<file path="src/rtl/fetch_sequencer_pkg.sv">
// Shared constants for the fetch sequencer and the decode-ROM bench:
// default widths, phase encodings and rom_addr field positions.
package fetch_sequencer_pkg;

  localparam int unsigned PC_W_DEFAULT = 12;
  localparam int unsigned OP_W_DEFAULT = 4;
  localparam int unsigned OPERAND_W    = 4;
  localparam int unsigned PROG_W       = 8;

  // Phase encodings double as the two FSM states
  localparam logic PH_FETCH   = 1'b0;
  localparam logic PH_EXECUTE = 1'b1;

  // rom_addr = {opcode, C, Z, phase}
  localparam int unsigned ROM_ADDR_W    = OP_W_DEFAULT + 3;
  localparam int unsigned ROM_PHASE_BIT = 0;
  localparam int unsigned ROM_Z_BIT     = 1;
  localparam int unsigned ROM_C_BIT     = 2;
  localparam int unsigned ROM_OP_LSB    = 3;
  localparam int unsigned ROM_OP_MSB    = ROM_OP_LSB + OP_W_DEFAULT - 1;

  function automatic logic [ROM_ADDR_W-1:0] make_rom_addr(
    input logic [OP_W_DEFAULT-1:0] opcode,
    input logic                    c,
    input logic                    z,
    input logic                    ph
  );
    logic [ROM_ADDR_W-1:0] a;
    a                = '0;
    a[ROM_OP_MSB:ROM_OP_LSB] = opcode;
    a[ROM_C_BIT]     = c;
    a[ROM_Z_BIT]     = z;
    a[ROM_PHASE_BIT] = ph;
    return a;
  endfunction

endpackage

</file>
<file path="src/rtl/fetch_sequencer_program_counter.sv">
// Program counter: load has priority over increment, increment wraps silently.
module program_counter
  import fetch_sequencer_pkg::*;
#(
  parameter int unsigned PC_W = PC_W_DEFAULT
) (
  input  logic            clk,
  input  logic            rst,
  input  logic            en_i,
  input  logic            load_i,
  input  logic            inc_i,
  input  logic [PC_W-1:0] ld_addr_i,
  output logic [PC_W-1:0] pc_o
);

  logic [PC_W-1:0] pc_q, pc_d;

  always_comb begin
    pc_d = pc_q;
    if (en_i) begin
      if (load_i)     pc_d = ld_addr_i;
      else if (inc_i) pc_d = pc_q + PC_W'(1);
    end
  end

  always_ff @(posedge clk or posedge rst) begin
    if (rst) pc_q <= '0;
    else     pc_q <= pc_d;
  end

  assign pc_o = pc_q;

endmodule

</file>
<file path="src/rtl/fetch_sequencer.sv">
// Two-phase FETCH/EXECUTE sequencer: holds IR and flags, steps the PC and
// forms the decode-ROM address from registered state.
module fetch_sequencer
  import fetch_sequencer_pkg::*;
#(
  parameter int unsigned PC_W = PC_W_DEFAULT,
  parameter int unsigned OP_W = OP_W_DEFAULT
) (
  input  logic                  clk,
  input  logic                  reset,
  input  logic                  enable,
  input  logic [PROG_W-1:0]     prog_byte,
  input  logic                  incpc,
  input  logic                  loadpc,
  input  logic [PC_W-1:0]       ld_addr,
  input  logic                  loadflags,
  input  logic                  carry_in,
  input  logic                  zero_in,
  output logic [PC_W-1:0]       pc,
  output logic [ROM_ADDR_W-1:0] rom_addr,
  output logic [OPERAND_W-1:0]  operand,
  output logic                  phase
);

  logic                 phase_q, phase_d;
  logic [OP_W-1:0]      opcode_q, opcode_d;
  logic [OPERAND_W-1:0] operand_q, operand_d;
  logic                 c_q, c_d;
  logic                 z_q, z_d;

  program_counter #(.PC_W(PC_W)) u_pc (
    .clk       (clk),
    .rst       (reset),
    .en_i      (enable),
    .load_i    (loadpc),
    .inc_i     (incpc),
    .ld_addr_i (ld_addr),
    .pc_o      (pc)
  );

  // Next-state: IR loads only in FETCH, flags only in EXECUTE
  always_comb begin
    phase_d   = phase_q;
    opcode_d  = opcode_q;
    operand_d = operand_q;
    c_d       = c_q;
    z_d       = z_q;
    if (enable) begin
      case (phase_q)
        PH_FETCH: begin
          phase_d   = PH_EXECUTE;
          opcode_d  = prog_byte[OPERAND_W +: OP_W];
          operand_d = prog_byte[OPERAND_W-1:0];
        end
        default: begin
          phase_d = PH_FETCH;
          if (loadflags) begin
            c_d = carry_in;
            z_d = zero_in;
          end
        end
      endcase
    end
  end

  always_ff @(posedge clk or posedge reset) begin
    if (reset) begin
      phase_q   <= PH_FETCH;
      opcode_q  <= '0;
      operand_q <= '0;
      c_q       <= 1'b0;
      z_q       <= 1'b0;
    end else begin
      phase_q   <= phase_d;
      opcode_q  <= opcode_d;
      operand_q <= operand_d;
      c_q       <= c_d;
      z_q       <= z_d;
    end
  end

  assign rom_addr = ROM_ADDR_W'({opcode_q, c_q, z_q, phase_q});
  assign operand  = operand_q;
  assign phase    = phase_q;

endmodule

</file>
<file path="config.mk">
export PLATFORM = sky130hd
export DESIGN_NAME = fetch_sequencer
export DESIGN_NICKNAME = d
export VERILOG_FILES = /design/src/rtl/fetch_sequencer_pkg.sv /design/src/rtl/fetch_sequencer_program_counter.sv /design/src/rtl/fetch_sequencer.sv
export SDC_FILE = /design/constraint.sdc
export NUM_CORES = 1
export LEC_CHECK = 0
export CAP_MARGIN = 20
export CORE_MARGIN = 2
export CORE_UTILIZATION = 45
export CTS_CLUSTER_SIZE = 24
export DETAILED_ROUTE_END_ITERATION = 6
export GPL_TIMING_DRIVEN = 0
export PLACE_DENSITY = 0.87
export SLEW_MARGIN = 0
export SYNTH_ARGS = -nofsm -noshare
export SYNTH_HDL_FRONTEND = slang
export SYNTH_SLANG_ARGS = --single-unit
</file>
<file path="constraint.sdc">
create_clock -name clk -period 3.2 [get_ports clk]
set_clock_uncertainty 0.1 [all_clocks]
set_input_delay 0.64 -clock clk [delete_from_list [all_inputs] [get_ports clk]]
set_output_delay 0.64 -clock clk [all_outputs]
set_load 0.01 [all_outputs]
</file>
# After elaboration in Yosys (flattened, before gate mapping)
# Cells that the tools add are included.
# Widths: inputs -> output; s select.
# op_classes
addsub	1
mux	3
bitwise	1
reduce_logical	4
# op_table
cell	n
$mux 12	2
$add 12x1->12 const B	1
$reduce_and 2->1	2
$reduce_and 3->1	1
$reduce_bool 2->1	1
$mux 1	1
$not 1->1	1
# word_totals
reg_bits	23
in_bits	28
output_inout_bits	24
elab_cells	15

# Logic depth before layout (Yosys ltp)
# Gate-level depths: netlist of the first run.
# depth
ltp_word	3
ltp_mapped	5

# By module
# A second synthesis of the first run with hierarchy kept.
# hier_totals
cells_unflattened	117
area_unflattened_um2	1257.5
# modules_own_cells
mod	instances	cells_each	area_each_um2	seq_area_each_um2
program_counter	1	88	774.5	300.3
fetch_sequencer	1	29	483.0	275.3

# Least setup slack after synthesis of the first run
# No wires, ideal clock.
# synth_path
path_kind	register to register
from	register u_pc.pc_q[0] (netlist: u_pc.pc_o[0])
to	register u_pc.pc_q[10] (netlist: u_pc.pc_o[10])
setup_ps	131
arrival_ps	1523
slack_ps	1445
stages_incl_launch_ff	6
path_buffers	0
path_cell_list	dfrtp_1 > ha_1 > and4_4 > nand4_2 > and3b_1 > or3_1
# synth_via
elab_chain_cells	3
# synth_lines
element	line	text
start: declaration	fetch_sequencer_program_counter.sv:16	logic [PC_W-1:0] pc_q, pc_d;
start signal: assignment	fetch_sequencer_program_counter.sv:28	else pc_q <= pc_d;
$add 12x1->12	fetch_sequencer_program_counter.sv:22	else if (inc_i) pc_d = pc_q + PC_W'(1);
$mux 12	fetch_sequencer_program_counter.sv:22	
$mux 12	fetch_sequencer_program_counter.sv:21	if (load_i) pc_d = ld_addr_i;
# No other way between the ends. The select of a mux whose other input is x is not followed.
# A chain may end at the register's enable or synchronous reset.

# Final worst setup path of the first run
# layout_path
from	register u_pc.pc_q[4] (netlist: u_pc.pc_o[4])
to	output port pc[4]
# layout_rtl
element	line	text
end: declaration	fetch_sequencer.sv:19	output logic [PC_W-1:0] pc,
# No word-level cell between the ends.

==> results.ini, run 1 <==
[timing]
setup_violations = 0
rsz0062_at_grt = false
fmax_mhz = 463.9
timing.slew.headroom_pct = 45.07
period_share_pct = 67.37
hold_viol_final = 0
worst_slew_pin_slew_ns = 0.8231
final_max_slew_viol_count = 0
setup_tns_ns = 0
setup_slack_ns = 1.044
period_minus_slack_ns = 2.156

[power]
leakagePower_nw = 0.7429
power.total_mw = 1.100
vdd_ir_drop_max_v = 0.0004963
power_density_nw_per_um2 = 618.8

[finish]
finalNonFillerCells = 203
final_util_pct = 70.49
area_growth_pct = 46.65
layout_common_cells = clkdlybuf4s50_1 (50), dfrtp_1 (23), mux2_2 (11)
final_common_cell = clkdlybuf4s50_1
drive_gt1_share_pct = 15.03
nets = 203
n_antenna_cell = 0

[flow_run]
max_cap_violations = 0

[setup_path]
worstSetupStartpointType = flip-flop
cpPeakStageDelay_ns = 0.60
worst_setup_path_end_kind = output port
path_class = flip-flop to output port
crit_cells = 1
critPathRequiredTime_ns = 2.46
crit_chain = clkdlybuf4s50_1
crit_fanout = 8
critical_path_buf_inv_count = 1
cpMaxStageDelayCell = clkdlybuf4s50_1
cp.arrival_ns = 1.42
r2r_slack_ns = 1.32
r2r_cells = 5
path_delay_family = buffers and inverters

[cts]
cts_tree = yes
numCtsBuffers = 3
clk_pin_slew_ns = 0.12
cts_max_path_buffers = 2
htreeDepth = 1
cts-root-buf = clkbuf_4
clk_latency_ns = 0.31
post_cts_resized = 0
hold_buffers = 0
postCtsSetupBuffers = 0
cts_sinks = 23

[detailed_routing]
wl_per_cell_um = 14.41
drt_first_pass_iters = 4
num_vias = 1148
totalWireLength_mm = 2.925
via_per_inst = 5.655
drc_errors = 0
drt_iter0_drc = 28
ant_nets = 0

[synthesis]
synthesis.area_um2 = 1212
ys_ff_latch = 23
synth_top_area_share_pct = 47.47
yosys.cell_types.count = 35
ys_seq_area_share_pct = 47.47
synth_cells = 119
synth.area.top_cells = dfrtp_1 (47%), mux2_2 (10%), o21ai_0 (3.3%)
syn-num-nets = 148
synth_area_leader_cell = dfrtp_1
yosys_warnings = 0
syn_avg_cell_area_um2 = 10.19

[grt]
track_usage_pct = 19.50
grt_pass1_vias = 1127
grt-ovfl-total = 0
antenna_found_initial = 0
grt_max_degree = 24
grt_pass1_wl_mm = 4.905

[floorplan]
core_um2 = 2522
ios = 52
dieArea_um2 = 3125
num_rows = 18
die_height_um = 55.91
die_w_um = 55.91
initial_utilization_pct = 48.07

[place]
dpl.cell_count = 199
numPortBuffers = 50
place_hpwl_mm = 2.271
preCtsSetupSlack_ns = 0.8344
gp_congestion = 0.8206

[status]
status = completed

[worst_hold_path]
hp-class = flip-flop to flip-flop
whs_path_depth = 1

==> power by group <==
group | leakage [nW] | switching [mW] | internal (mW)
clock network | 0.0177 | 0.0855 | 0.0467
registers | 0.270 | 0.0841 | 0.387
logic | 0.456 | 0.176 | 0.321
total | 0.743 | 0.345 | 0.755
==> final timing paths <==
| kind | start | end |
|---|---|---|
| worst max-delay path | u_pc.pc_o[4] | pc[4] |
| worst min-delay path | operand[3] | operand[3] |
| worst max register to register | u_pc.pc_o[0] | u_pc.pc_o[10] |
| worst min register to register | operand[3] | operand[3] |
| max in group asynchronous | reset | u_pc.pc_o[8] |
| min in group asynchronous | reset | u_pc.pc_o[10] |
==> layer usage <==
layer	GRT usage, %	wire length [um]
met1	24.40	1226
met2	32.99	1381
met3	3.953	276
met4	7.823	40
met5	0	0
==> logic make-up after synthesis <==
logic type / count (synthesis) / share of synthesized area [%]
flops: 23 / 47.47
mux: 14 / 12.69
buf+inv: 11 / 5.056
compound gates: 25 / 12.90
xor+xnor: 1 / 0.7225
simple gates: 44 / 20.12
fa+ha+maj: 1 / 1.032
==> cell type report <==
type	instances	area, um^2
sequential	23	575.6
buffer	9	53.80
clock buffer	3	22.52
tap	30	37.54
timing repair buffer	50	500.5
clock inverter	1	5.005
inverter	2	7.507
multi-input combinational	85	575.6
fill	197	744.5
==> synth_stat cells <==
library cell,n
buf_2,1
nor3b_1,1
o21ai_0,8
and3b_1,1
a21oi_1,5
nor2_1,9
a31oi_1,2
mux2_2,11
inv_1,2
nor3_1,1
dfrtp_1,23
nand2_1,9
and3_2,1
and4_1,2
nand2b_1,1
o22ai_1,3
buf_4,3
a211oi_1,2
nor2b_1,2
or3_1,3
nand4_2,1
and4_4,1
buf_6,1
a21o_2,1
o21ai_2,1
o22a_2,1
clkbuf_1,4
nand4_1,4
nor4_1,1
mux2i_1,3
xor2_1,1
nand3_1,5
and3_1,2
a32oi_1,2
ha_1,1
==> state kept, by name (all words and copies together), names as in the netlist <==
signal / flops
c_q: 1
opcode_q: 4
operand: 4
phase: 1
u_pc.pc_o: 12
z_q: 1
==> through the flow <==
stage	area [um^2]	hold slack [ns]
floorplan	1212	0.3806
global placement	1750	0.3884
detailed placement	1750	0.3988
CTS	1778	0.4276
global route	1778	0.4450
finish	1778	0.4226
No activity file was read; power rests on OpenSTA's default activity.
==> run 2: changes to the inputs <==
CORE_UTILIZATION = 38   (was 45)
PLACE_DENSITY = 0.79   (was 0.87)
clock period = 1.87 ns   (was 3.2 ns; I/O delays follow)
==> results.ini, run 2 (synthesis results as in run 1) <==
[setup_path]
crit_chain = clkdlybuf4s50_1  ; unchanged
path_class = flip-flop to output port  ; unchanged
critical_path_buf_inv_count = 1  ; unchanged
crit_fanout = 7  ; was 8
cp.arrival_ns = 1.35  ; was 1.42 ns
path_delay_family = buffers and inverters  ; unchanged
cpMaxStageDelayCell = clkdlybuf4s50_1  ; unchanged
worst_setup_path_end_kind = output port  ; unchanged
cpPeakStageDelay_ns = 0.57  ; was 0.60 ns
worstSetupStartpointType = flip-flop  ; unchanged
critPathRequiredTime_ns = 1.40  ; was 2.46 ns

[detailed_routing]
totalWireLength_mm = 3.006  ; was 2.925 mm
drt_iter0_drc = 23  ; was 28
wl_per_cell_um = 13.79  ; was 14.41 um
via_per_inst = 5.220  ; was 5.655
ant_nets = 0  ; unchanged
num_vias = 1138  ; was 1148
drc_errors = 0  ; unchanged
drt_first_pass_iters = 4  ; unchanged

[finish]
layout_common_cells = clkdlybuf4s50_1 (50), dfrtp_1 (15), mux2_2 (11)  ; was clkdlybuf4s50_1 (50), dfrtp_1 (23), mux2_2 (11)
largest_register_ffs = 12  ; unchanged
drive_gt1_share_pct = 20.11  ; was 15.03%
fillers = 261  ; was 197
final_common_cell = clkdlybuf4s50_1  ; unchanged
n_antenna_cell = 0  ; unchanged
regArea_um2 = 585.6  ; was 575.6 um^2
nets = 204  ; was 203
multi_input_area_um2 = 578.1  ; was 575.6 um^2
area_growth_pct = 49.64  ; was 46.65%

[floorplan]
num_rows = 20  ; was 18
die_height_um = 60.49  ; was 55.91 um
die_w_um = 60.49  ; was 55.91 um
core_um2 = 3053  ; was 2522 um^2
ios = 52  ; unchanged
initial_utilization_pct = 39.71  ; was 48.07%
dieArea_um2 = 3658  ; was 3125 um^2

[power]
power_density_nw_per_um2 = 1057  ; was 618.8 nW/um^2
vdd_ir_drop_max_v = 0.0004705  ; was 0.0004963 V
leakagePower_nw = 0.7344  ; was 0.7429 nW
power.total_mw = 1.918  ; was 1.100 mW

[timing]
period_share_pct = 97.32
timing.slew.headroom_pct = 43.51  ; was 45.07%
rsz0062_at_grt = true  ; was false
worst_slew_pin_slew_ns = 0.8464  ; was 0.8231 ns
hold_viol_final = 0  ; unchanged
setup_violations = 0  ; unchanged
period_minus_slack_ns = 1.820
final_max_slew_viol_count = 0  ; unchanged
setup_tns_ns = 0  ; unchanged
fmax_mhz = 549.5

[cts]
hold_buffers = 0  ; unchanged
htreeDepth = 1  ; unchanged
clk_latency_ns = 0.31  ; about the same
cts-root-buf = clkbuf_4  ; unchanged
clk_pin_slew_ns = 0.13  ; was 0.12 ns
cts_tree = yes  ; unchanged
numCtsBuffers = 3  ; unchanged
cts_max_path_buffers = 2  ; unchanged
cts_sinks = 23  ; unchanged

[grt]
grt_pass1_vias = 1203  ; was 1127
track_usage_pct = 17.83  ; was 19.50%
grt_pass1_wl_mm = 4.981  ; was 4.905 mm
grt_max_degree = 24  ; unchanged
grt-ovfl-total = 0  ; unchanged
antenna_found_initial = 0  ; unchanged

[place]
gp_congestion = 0.7775  ; was 0.8206
numPortBuffers = 50  ; unchanged
place_hpwl_mm = 2.298  ; was 2.271 mm

[worst_hold_path]
hp-class = input pin to flip-flop  ; was flip-flop to flip-flop

[status]
status = completed  ; unchanged

[flow_run]
max_cap_violations = 0  ; unchanged

run 2: cell count changes in the layout (fill, tap and decap cells not counted):
cell and change:
clkbuf_1 +1, ha_1 -1, buf_4 +1, dfrtp_2 +8, dfrtp_1 -8, clkinv_2 -1, ha_2 +1
run 2: path summary, 6_finish.rpt:
check	start	depth (start not counted)	slack [ns]	end
hold / removal	loadpc	3	0.28	u_pc.pc_o[0]
max in group asynchronous	reset	2	0.66	u_pc.pc_o[2]
setup reg to reg	u_pc.pc_o[0]	5	0.08	u_pc.pc_o[10]
setup / recovery	u_pc.pc_o[6]	1	0.05	pc[6]
min in group asynchronous	reset	2	0.43	z_q
hold reg to reg	opcode_q[2]	1	0.42	opcode_q[2]
run 2: power breakdown:
group          switching, mW  total, mW  internal [mW]
sequential             0.138      0.807          0.669
clock                  0.147      0.231         0.0832
combinational          0.316      0.881          0.565
run 2: per-layer routing:
layer | GRT usage [%] | vias to the layer above | routed length [um]
met5 | 0 | - | 0
met4 | 6.522 | 0 | 29
met3 | 2.985 | 6 | 198
met2 | 30.75 | 43 | 1434
met1 | 22.63 | 542 | 1343
li1 | - | 547 | -
run 2: layout make-up:
type                       instances  share of cell area [%]
sequential                        23                   32.28
inverter                           2                  0.4138
timing repair buffer              51                   28.00
multi-input combinational         85                   31.86
tap                               44                   3.034
clock buffer                       4                   1.448
buffer                             9                   2.966
run 2: stage by stage:
| stage | hold WS [ns] | util, % | cell area, um^2 | std cells | worst slack, ns |
|---|---|---|---|---|---|
| final | 0.2799 | 59.43 | 1814 | 218 | 0.05019 |
| after floorplan | 0.2759 | - | 1212 | 119 | 0.1154 |
| after global routing | 0.2849 | 59.43 | 1814 | 218 | -0.001885 |
| after global placement | 0.3873 | 57.91 | 1768 | 213 | -0.1757 |
| after detailed placement | 0.3984 | 57.91 | 1768 | 213 | -0.2357 |
| after CTS | 0.2763 | 59.06 | 1803 | 218 | 0.003364 |
run 2: what timing repair did:
item | 4_1_cts | 5_1_grt
setup endpoints to repair | 2 | 7
pin swaps | 0 | 0
setup buffers | 1 | 0
resized for setup | 1 | 8
==> run 3: changes to the inputs <==
ABC_CLOCK_PERIOD_IN_PS = 1870   (was not set)
PLACE_DENSITY = 0.78   (was 0.79)
SYNTH_HIERARCHICAL = 1   (was not set)
==> results.ini, run 3 <==
[synthesis]
synth_area_leader_cell = dfrtp_1  ; unchanged
syn-num-nets = 146  ; was 148
ys_ff_latch = 23  ; unchanged
synth_compound_area_share_pct = 16.82  ; was 12.90%
ys_seq_area_share_pct = 45.77  ; was 47.47%
synth_ff_type = dfrtp_1  ; unchanged
async_reset_ff_share_pct = 100.0  ; unchanged
syn_avg_cell_area_um2 = 10.75  ; was 10.19 um^2
synth-simple-area-share_pct = 14.93  ; was 20.12%
yosys_warnings = 6  ; was 0
synth_top_area_share_pct = 45.77  ; was 47.47%
yosys.cell_types.count = 37  ; was 35
synthesis.area_um2 = 1257  ; was 1212 um^2
synth_mux_area_share_pct = 15.32  ; was 12.69%
synth_enable_flop_cells = 0  ; unchanged
synth_fa_ha_area_share_pct = 0.9950  ; was 1.032%
synth-xor-area-share_pct = 0.6965  ; was 0.7224%
post-synth-top-count-cell = dfrtp_1  ; unchanged
synth_top_family_by_area = compound AO/OA/AOI/OAI gates  ; was simple AND/OR/NAND/NOR gates
synth_cells = 117  ; was 119
synth.area.top_cells = dfrtp_1 (46%), mux2_4 (9.6%), o21ai_0 (5.2%)  ; was dfrtp_1 (47%), mux2_2 (10%), o21ai_0 (3.3%)
synth_common_cells = dfrtp_1 (23), o21ai_0 (13), a21oi_1 (9), mux2_4 (8), nand2_1 (7)  ; was dfrtp_1 (23), mux2_2 (11), nand2_1 (9), nor2_1 (9), o21ai_0 (8)

[detailed_routing]
num_vias = 1136  ; was 1138
via_per_inst = 5.235  ; was 5.220
drt_first_pass_iters = 4  ; unchanged
ant_nets = 0  ; unchanged
wl_per_cell_um = 14.78  ; was 13.79 um
totalWireLength_mm = 3.207  ; was 3.006 mm
drc_errors = 0  ; unchanged
drt_iter0_drc = 52  ; was 23

[power]
p_comb_share_pct = 48.0  ; was 45.9%
sw_frac_of_total_pct = 31.81  ; was 31.33%
power.total_mw = 2.020  ; was 1.918 mW
power_density_nw_per_um2 = 1079  ; was 1057 nW/um^2
leakagePower_nw = 0.7630  ; was 0.7344 nW
vdd_ir_drop_max_v = 0.0004366  ; was 0.0004705 V
power.share.clock_pct = 11.7  ; was 12.0%
internal_power_mw = 1.377  ; was 1.317 mW
seqPwrFrac_pct = 40.3  ; was 42.1%
power_switching_mw = 0.6427  ; was 0.6008 mW

[grt]
grt_pass1_vias = 1126  ; was 1203
antenna_found_initial = 0  ; unchanged
grt_pass1_wl_mm = 4.871  ; was 4.981 mm
grt_max_degree = 13  ; was 24
grt-ovfl-total = 0  ; unchanged
track_usage_pct = 17.12  ; was 17.83%

[floorplan]
die_w_um = 61.53  ; was 60.49 um
core_um2 = 3103  ; was 3053 um^2
die_height_um = 61.53  ; was 60.49 um
dieArea_um2 = 3785  ; was 3658 um^2
initial_utilization_pct = 40.52  ; was 39.71%
ios = 52  ; unchanged
num_rows = 20  ; unchanged

[finish]
area_growth_pct = 48.86  ; was 49.64%
largest_register_ffs = 12  ; unchanged
drive_gt1_share_pct = 18.50  ; was 20.11%
nets = 203  ; was 204
n_antenna_cell = 0  ; unchanged
fin_area_um2 = 1872  ; was 1814 um^2
finalNonFillerCells = 217  ; was 218
final_common_cell = clkdlybuf4s50_1  ; unchanged
fillers = 290  ; was 261
layout_common_cells = clkdlybuf4s50_1 (49), dfrtp_1 (15), o21ai_0 (13)  ; was clkdlybuf4s50_1 (50), dfrtp_1 (15), mux2_2 (11)

[cts]
numCtsBuffers = 3  ; unchanged
clk_pin_slew_ns = 0.13  ; about the same
cts_sinks = 23  ; unchanged
cts-root-buf = clkbuf_4  ; unchanged
cts_tree = yes  ; unchanged
cts_max_path_buffers = 2  ; unchanged
clk_latency_ns = 0.32  ; was 0.31 ns
htreeDepth = 1  ; unchanged

[timing]
hold_ws_ns = 0.2466  ; was 0.2799 ns
setup_violations = 0  ; unchanged
period_share_pct = 97.40  ; was 97.32%
period_minus_slack_ns = 1.821  ; was 1.820 ns
timing.slew.headroom_pct = 67.73  ; was 43.51%
fmax_mhz = 549.0  ; was 549.5 MHz
final_max_slew_viol_count = 0  ; unchanged
worst_slew_pin_slew_ns = 0.4835  ; was 0.8464 ns
hold_viol_final = 0  ; unchanged

[setup_path]
critical_path_buf_inv_count = 1  ; unchanged
worstSetupStartpointType = flip-flop  ; unchanged
path_class = flip-flop to output port  ; unchanged
cp.arrival_ns = 1.35  ; about the same
cpMaxStageDelayCell = clkdlybuf4s50_1  ; unchanged
cpPeakStageDelay_ns = 0.57  ; about the same
critPathRequiredTime_ns = 1.40  ; about the same
crit_chain = clkdlybuf4s50_1  ; unchanged
worst_setup_path_end_kind = output port  ; unchanged
path_delay_family = buffers and inverters  ; unchanged
crit_fanout = 5  ; was 7

[place]
dpl.cell_count = 212  ; was 213
gp_congestion = 0.8024  ; was 0.7775
dpl_cell_area_um2 = 1823  ; was 1768 um^2
numPortBuffers = 51  ; was 50
place_hpwl_mm = 2.392  ; was 2.298 mm

[worst_hold_path]
hp-class = input pin to asynchronous set/reset pin  ; was input pin to flip-flop

[flow_run]
max_cap_violations = 0  ; unchanged

[status]
status = completed  ; unchanged

[run 3: changes by cell type in the layout (fill, tap and decap cells not counted), sizes merged, moves of 3 or more]
cell	before	now
nor2	9	2
and4	3	0
o21ai	9	14
a21oi	5	9
inv	2	6
[run 3: routing by layer]
layer	GRT usage, %	share of wire [%]
met1	20.87	44
met2	30.53	46
met3	4.202	8.8
met4	3.647	0.53
met5	0	0
[run 3: power groups by stage]
| stage | clock network, mW | registers, mW | logic, mW |
|---|---|---|---|
| finish | 0.237 | 0.814 | 0.969 |
| global placement | 0 | 0.812 | 0.929 |
| floorplan | 0 | 0.876 | 0.399 |
| global route | 0.263 | 0.838 | 1.04 |
| CTS | 0.237 | 0.814 | 0.983 |
| detailed placement | 0 | 0.829 | 0.947 |
[run 3: final cells by class]
cell class	instances	area (um^2)	share of cell area [%]
tap	44	55.05	2.941
inverter	6	22.52	1.203
sequential	23	585.6	31.28
buffer	7	46.29	2.473
clock buffer	4	26.28	1.404
timing repair buffer	52	523.0	27.94
multi-input combinational	81	613.1	32.75
[run 3: final timing paths]
check	to	from	cells after the start	slack, ns
max	pc[9]	u_pc/pc_o[9]	1	0.05
min	opcode_q[1]	reset	2	0.25
max reg2reg	u_pc/pc_o[8]	u_pc/pc_o[0]	5	0.28
min reg2reg	c_q	c_q	1	0.42
max in group asynchronous	u_pc/pc_o[0]	reset	2	1.03
min in group clk	phase	enable	2	0.42
[run 3: timing repair]
action                                  CTS  global route
resized for setup                         4             6
setup buffers                             1             0
endpoints found under the hold margin     0             0
pin swaps                                 0             0
endpoints found under the setup margin    5             8
hold buffers                              0             0
[run 3: metrics by stage]
step | setup slack [ns] | TNS (ns) | util (%)
final | 0.04857 | 0 | 60.32
after global routing | -0.002158 | -0.002158 | 60.32
after CTS | 0.002795 | 0 | 60.00
after detailed placement | -0.2461 | -2.448 | 58.75
after global placement | -0.2071 | -1.924 | 58.75
after floorplan | 0.3677 | 0 | -
[run 3: cells by family after synthesis]
kind of cell             count (synthesis)
AO/OA/AOI/OAI                           35
XOR/XNOR                                 1
adder cells (fa/ha/maj)                  1
buffers and inverters                   13
flip-flops                              23
multiplexers                            15
AND/OR/NAND/NOR                         29
